$ cat config.mk
export PLATFORM = sky130hd
export DESIGN_NAME = pipe_stall_ctrl_flat
export DESIGN_NICKNAME = d
export VERILOG_FILES = /design/src/rtl/pipe_stall_ctrl_if.sv /design/src/rtl/pipe_stall_ctrl.sv /design/src/flat_wrapper.sv
export SDC_FILE = /design/constraint.sdc
export NUM_CORES = 1
export LEC_CHECK = 0
export CORE_MARGIN = 2
export CORE_UTILIZATION = 48
export CTS_BUF_LIST = sky130_fd_sc_hd__clkbuf_8
export CTS_CLUSTER_DIAMETER = 150
export DETAILED_ROUTE_END_ITERATION = 7
export PLACE_DENSITY = 0.85
export RECOVER_POWER = 50
export SLEW_MARGIN = 20
export SYNTH_ARGS = -nofsm -noshare
export SYNTH_HDL_FRONTEND = slang
export SYNTH_SLANG_ARGS = --single-unit
$ cat constraint.sdc
create_clock -name clk -period 1.9 [get_ports clk]
set_clock_uncertainty 0.05 [all_clocks]
set_input_delay 0.38 -clock clk [delete_from_list [all_inputs] [get_ports clk]]
set_output_delay 0.38 -clock clk [all_outputs]
set_load 0.02 [all_outputs]
$ cat src/rtl/pipe_stall_ctrl_if.sv
// Handshake bundle between the pipeline stages and the central stall controller.
// The controller uses the slave modport; the pipeline side uses master.
interface pipe_stall_ctrl_if #(
    parameter int CNT_W  = 6,
    parameter int PERF_W = 32
);
    logic              stallreq_id;
    logic              stallreq_ex;
    logic              mc_start;
    logic [CNT_W-1:0]  mc_cycles;
    logic              mc_cancel;
    logic              perf_clr;
    logic [5:0]        stall;
    logic              mc_busy;
    logic              mc_done;
    logic [PERF_W-1:0] stall_cnt;

    modport slave (
        input  stallreq_id, stallreq_ex, mc_start, mc_cycles, mc_cancel, perf_clr,
        output stall, mc_busy, mc_done, stall_cnt
    );

    modport master (
        output stallreq_id, stallreq_ex, mc_start, mc_cycles, mc_cancel, perf_clr,
        input  stall, mc_busy, mc_done, stall_cnt
    );
endinterface

$ cat src/rtl/pipe_stall_ctrl.sv
// Central 5-stage pipeline stall controller: arbitrates ID/EX stall requests,
// sequences multi-cycle EX ops and counts stalled cycles (saturating).
module pipe_stall_ctrl #(
    parameter int CNT_W  = 6,
    parameter int PERF_W = 32
) (
    input  logic            clk,
    input  logic            rst,
    pipe_stall_ctrl_if.slave bus
);
    typedef enum logic [1:0] {
        IDLE = 2'd0,
        RUN  = 2'd1,
        DONE = 2'd2
    } state_t;

    localparam logic [5:0] STALL_EX   = 6'b001111;
    localparam logic [5:0] STALL_ID   = 6'b000111;
    localparam logic [5:0] STALL_NONE = 6'b000000;

    state_t             state_q, state_d;
    logic [CNT_W-1:0]   cnt_q, cnt_d;
    logic               busy_q, done_q;
    logic [PERF_W-1:0]  perf_q, perf_d;
    logic               start_ok;
    logic [CNT_W-1:0]   n_eff;
    logic [5:0]         stall_d;

    // A zero length still occupies EX for one cycle.
    assign n_eff    = (bus.mc_cycles == '0) ? CNT_W'(1) : bus.mc_cycles;
    assign start_ok = bus.mc_start && !bus.mc_cancel && (state_q != RUN);

    always_comb begin
        state_d = state_q;
        cnt_d   = cnt_q;
        case (state_q)
            RUN: begin
                if (bus.mc_cancel) begin
                    state_d = IDLE;
                    cnt_d   = '0;
                end else if (cnt_q == CNT_W'(1)) begin
                    state_d = DONE;
                    cnt_d   = '0;
                end else begin
                    cnt_d   = cnt_q - CNT_W'(1);
                end
            end
            default: begin
                state_d = IDLE;
                if (start_ok) begin
                    if (n_eff == CNT_W'(1)) begin
                        state_d = DONE;
                    end else begin
                        state_d = RUN;
                        cnt_d   = n_eff - CNT_W'(1);
                    end
                end
            end
        endcase
    end

    // Reset is folded in so the stall vector clears without waiting for a clock.
    always_comb begin
        stall_d = STALL_NONE;
        if (!rst || bus.mc_cancel)    stall_d = STALL_NONE;
        else if (state_q == RUN)      stall_d = STALL_EX;
        else if (start_ok)            stall_d = STALL_EX;
        else if (bus.stallreq_ex)     stall_d = STALL_EX;
        else if (bus.stallreq_id)     stall_d = STALL_ID;
    end

    always_comb begin
        perf_d = perf_q;
        if (bus.perf_clr)                      perf_d = '0;
        else if (stall_d[0] && perf_q != '1)   perf_d = perf_q + PERF_W'(1);
    end

    always_ff @(posedge clk or negedge rst) begin
        if (!rst) begin
            state_q <= IDLE;
            cnt_q   <= '0;
            busy_q  <= 1'b0;
            done_q  <= 1'b0;
            perf_q  <= '0;
        end else begin
            state_q <= state_d;
            cnt_q   <= cnt_d;
            busy_q  <= (state_d == RUN);
            done_q  <= (state_d == DONE);
            perf_q  <= perf_d;
        end
    end

    assign bus.stall     = stall_d;
    assign bus.mc_busy   = busy_q;
    assign bus.mc_done   = done_q;
    assign bus.stall_cnt = perf_q;
endmodule

$ cat src/flat_wrapper.sv
// flat-port wrapper written by rule: the top's interface ports become plain ports
module pipe_stall_ctrl_flat 
#(
    parameter int CNT_W  = 6,
    parameter int PERF_W = 32
)
  (clk, rst, bus_stallreq_id, bus_stallreq_ex, bus_mc_start, bus_mc_cycles, bus_mc_cancel, bus_perf_clr, bus_stall, bus_mc_busy, bus_mc_done, bus_stall_cnt);
  pipe_stall_ctrl_if #(.CNT_W(CNT_W), .PERF_W(PERF_W)) bus_i ();
  input  logic clk;
  input  logic rst;
  input wire logic [$bits(bus_i.stallreq_id)-1:0] bus_stallreq_id;
  input wire logic [$bits(bus_i.stallreq_ex)-1:0] bus_stallreq_ex;
  input wire logic [$bits(bus_i.mc_start)-1:0] bus_mc_start;
  input wire logic [$bits(bus_i.mc_cycles)-1:0] bus_mc_cycles;
  input wire logic [$bits(bus_i.mc_cancel)-1:0] bus_mc_cancel;
  input wire logic [$bits(bus_i.perf_clr)-1:0] bus_perf_clr;
  output wire logic [$bits(bus_i.stall)-1:0] bus_stall;
  output wire logic [$bits(bus_i.mc_busy)-1:0] bus_mc_busy;
  output wire logic [$bits(bus_i.mc_done)-1:0] bus_mc_done;
  output wire logic [$bits(bus_i.stall_cnt)-1:0] bus_stall_cnt;
  assign bus_i.stallreq_id = bus_stallreq_id;
  assign bus_i.stallreq_ex = bus_stallreq_ex;
  assign bus_i.mc_start = bus_mc_start;
  assign bus_i.mc_cycles = bus_mc_cycles;
  assign bus_i.mc_cancel = bus_mc_cancel;
  assign bus_i.perf_clr = bus_perf_clr;
  assign bus_stall = bus_i.stall;
  assign bus_mc_busy = bus_i.mc_busy;
  assign bus_mc_done = bus_i.mc_done;
  assign bus_stall_cnt = bus_i.stall_cnt;
  pipe_stall_ctrl #(.CNT_W(CNT_W), .PERF_W(PERF_W)) u_core (.clk(clk), .rst(rst), .bus(bus_i));
endmodule
==> metrics.yaml <==
pwr:
  power.switching_mw: 0.607
  power.density_nw_per_um2: 521
  p_comb_share_pct: 19.6
  seq_power_share_pct: 46.1
  clkPwrFrac_pct: 34.3
  ir_drop_mv: 0.278
  p_int_mw: 1.51
  cellLeakagePower_nw: 1.85
  swShare_pct: 28.7
floorplanning:
  die_w_um: 76.7
  die_area_um2: 5890
  start_util_pct: 49.7
  core_area_um2: 5110
  dieHeight_um: 76.7
  io_pins: 53
  rows: 26
drt:
  initialDrtViolationCount: 315
  routed_wl_um: 9360
  antenna_left: 0
  drc: 0
  routedWlPerCell_um: 19.7
  num_vias: 3020
  drt_first_pass_iters: 6
  viasPerCell: 6.34
sta:
  hold_violations: 0
  worst_pin_slew_ns: 1.04
  fin_crit_ns: 2.06
  finalSetupViolCount: 27
  max_slew_margin_pct: 30.7
  report.final.slew_viol_count: 0
  rsz0062_at_grt: "true"
  period_share_pct: 108
  tns_ns: -1.81
  setup_ws_ns: -0.159
  fmax_mhz: 486
logic_synthesis:
  async_flop_share_pct: 100
  synth_seq_area_share_pct: 41.4
  synth_edf_count: 0
  syn_inst: 277
  synth.avg_cell_area_um2: 9.16
  synthFlopType: "dfrtp_1"
  yosys_warnings: 0
  syn_area_um2: 2540
  synthDistinctLibCells: 53
  synth_seq_cells: 42
finish:
  fin_nets: 423
  final_cells: 476
  most-common-layout-cells: "79 x buf_4, 27 x clkdlybuf4s50_1, 21 x dfrtp_1, 21 x dfrtp_2, 20 x nand2_1"
  synthToLayoutAreaGrowth_pct: 60.3
  layout_commonest_cell: "buf_4"
  drive_gt1_share_pct: 41.6
  utilization_pct: 79.7
  diodes: 0
grt:
  grt_pass1_vias: 2794
  gr-total-overflow: 0
  grt_pass1_wl_um: 13100
  antenna_found_initial: 0
  grt_max_degree: 43
  grt_use_total_pct: 27.8
job:
  maxCapViolations: 0
worst_setup_path:
  critPathCaptureType: "flop"
  cp-start-kind: "flop"
  reg2regPathDepth: 6
  arrival_ns: 2.23
  critPathRequiredTime_ns: 2.07
  path_max_fanout: 8
  critPathKind: "flop to flop"
clocking:
  path_clk_slew_ns: 0.09
  clk_path_buf_depth: 2
  cts_tree: "yes"
  clock_latency_ns: 0.31
  cts_root_buf: "clkbuf_8"
  cts_made_buffers: 5
  cts_hold_buf: 0
  cts.htree.levels: 2
  cts_num_sinks: 42
placed_design:
  dp_cells: 452
  dp_hpwl_um: 5240
  port_buffers: 50
  gp_congestion: 0.848
min_path:
  hold_class: "primary input to async pin"
run_status:
  violations: "negative setup slack"
  status: "complete, but fails checks"
[Yosys cell counts, types with 2 or more instances]
cell type / number / area (um2)
o31ai_1: 8 / 60.1
o21ai_1: 8 / 40.0
o211ai_1: 2 / 15.0
nand2_1: 21 / 78.8
and2_1: 2 / 12.5
nand3_2: 2 / 20.0
nor2b_1: 5 / 31.3
dfrtp_1: 42 / 1050
clkbuf_1: 7 / 26.3
a21oi_1: 26 / 130
nor4_1: 5 / 31.3
xor2_1: 4 / 35.0
nand4_2: 2 / 25.0
a31oi_1: 4 / 25.0
ha_1: 5 / 62.6
buf_4: 5 / 37.5
a32oi_1: 2 / 17.5
or3_1: 12 / 75.1
inv_1: 9 / 33.8
o21ai_0: 11 / 55.1
or4_1: 9 / 67.6
nor3_2: 2 / 20.0
mux2i_1: 2 / 20.0
nor2_1: 19 / 71.3
and4_1: 5 / 43.8
nand4_1: 8 / 50.1
nand3_1: 7 / 35.0
nor3_1: 9 / 45.0
xnor2_1: 3 / 26.3
mux2_2: 3 / 33.8
and3_1: 5 / 31.3
buf_6: 2 / 22.5
[metrics by stage]
step / hold WS [ns] / power [mW] / worst slack [ns] / instance area, um2
floorplan: 0.0344 / 1.19 / -0.0681 / 2620
global placement: 0.449 / 1.34 / -0.542 / 3610
detailed placement: 0.500 / 1.36 / -0.609 / 3610
CTS: 0.174 / 2.09 / -0.0549 / 3890
global route: 0.546 / 2.19 / -0.184 / 4070
finish: 0.460 / 2.12 / -0.159 / 4070
[worst max-delay path, cell delays in order, from the launching register on]
cell and delay (ns):
dfrtp_2 0.43, ha_4 0.15, and4_4 0.24, nand4_4 0.20, nor3_4 0.43, o21ai_0 0.25, a21oi_1 0.23
[cell families (layout without fill, tap and decap cells)]
group | count (synthesis) | in the layout | share of synthesized area, %
and+or+nand+nor | 118 | 118 | 27.2
AOI/OAI and AO/OA | 74 | 75 | 18.6
DFF | 42 | 42 | 41.4
buffers and inverters | 25 | 152 | 5.67
xor gates and xnor gates | 7 | 7 | 2.42
adders and majority gates | 5 | 5 | 2.46
muxes | 5 | 5 | 2.12
other | 1 | 2 | 0.148
[sequential cells by signal, summed over array words and instances (netlist names)]
register	flops
u_core.bus.mc_done	1
u_core.state_q	2
u_core.bus.mc_busy	1
u_core.bus.stall_cnt	32
u_core.cnt_q	6
[path summary, 6_finish.rpt]
kind | start | to | slack (ns)
max | u_core.bus.stall_cnt[0] | u_core.bus.stall_cnt[17] | -0.16
min in group clk | u_core.cnt_q[3] | u_core.cnt_q[3] | 0.51
min reg2reg | u_core.cnt_q[3] | u_core.cnt_q[3] | 0.51
min | rst | u_core.bus.stall_cnt[17] | 0.46
max reg2reg | u_core.bus.stall_cnt[0] | u_core.bus.stall_cnt[17] | -0.16
max in group asynchronous | rst | u_core.bus.stall_cnt[3] | 0.62
[repair_timing]
| item | CTS | global route |
|---|---|---|
| gates resized for setup | 49 | 45 |
| pin swaps | 13 | 14 |
| setup buffers | 9 | 6 |
| cloned | 2 | 0 |
| setup endpoints to repair | 39 | 47 |
[metal layers]
metal	global-route usage, %	routed length, um	vias to the layer above
met3	5.41	739	61
li1	-	-	1289
met5	0	0	-
met1	31.4	3420	1441
met4	11.6	469	0
met2	51.0	4730	229
[power by group through the flow]
stage	logic, mW	clock network (mW)	registers (mW)
3_5_place_dp	0.366	0	0.993
2_1_floorplan	0.203	0	0.991
5_1_grt	0.455	0.752	0.982
3_3_place_gp	0.350	0	0.991
4_1_cts	0.393	0.721	0.976
6_report	0.415	0.728	0.977
[area by class of cell]
class                   instances  area [um2]
well taps                      70        87.6
repair buffers                134        1140
clock inverters                 3        45.0
inverters                      10        37.5
flip-flops and latches         42        1080
clock buffers                   5        68.8
multi-input cells             212        1620
fillers                       302        1040
Note: power is estimated with default switching activity, not from simulation.
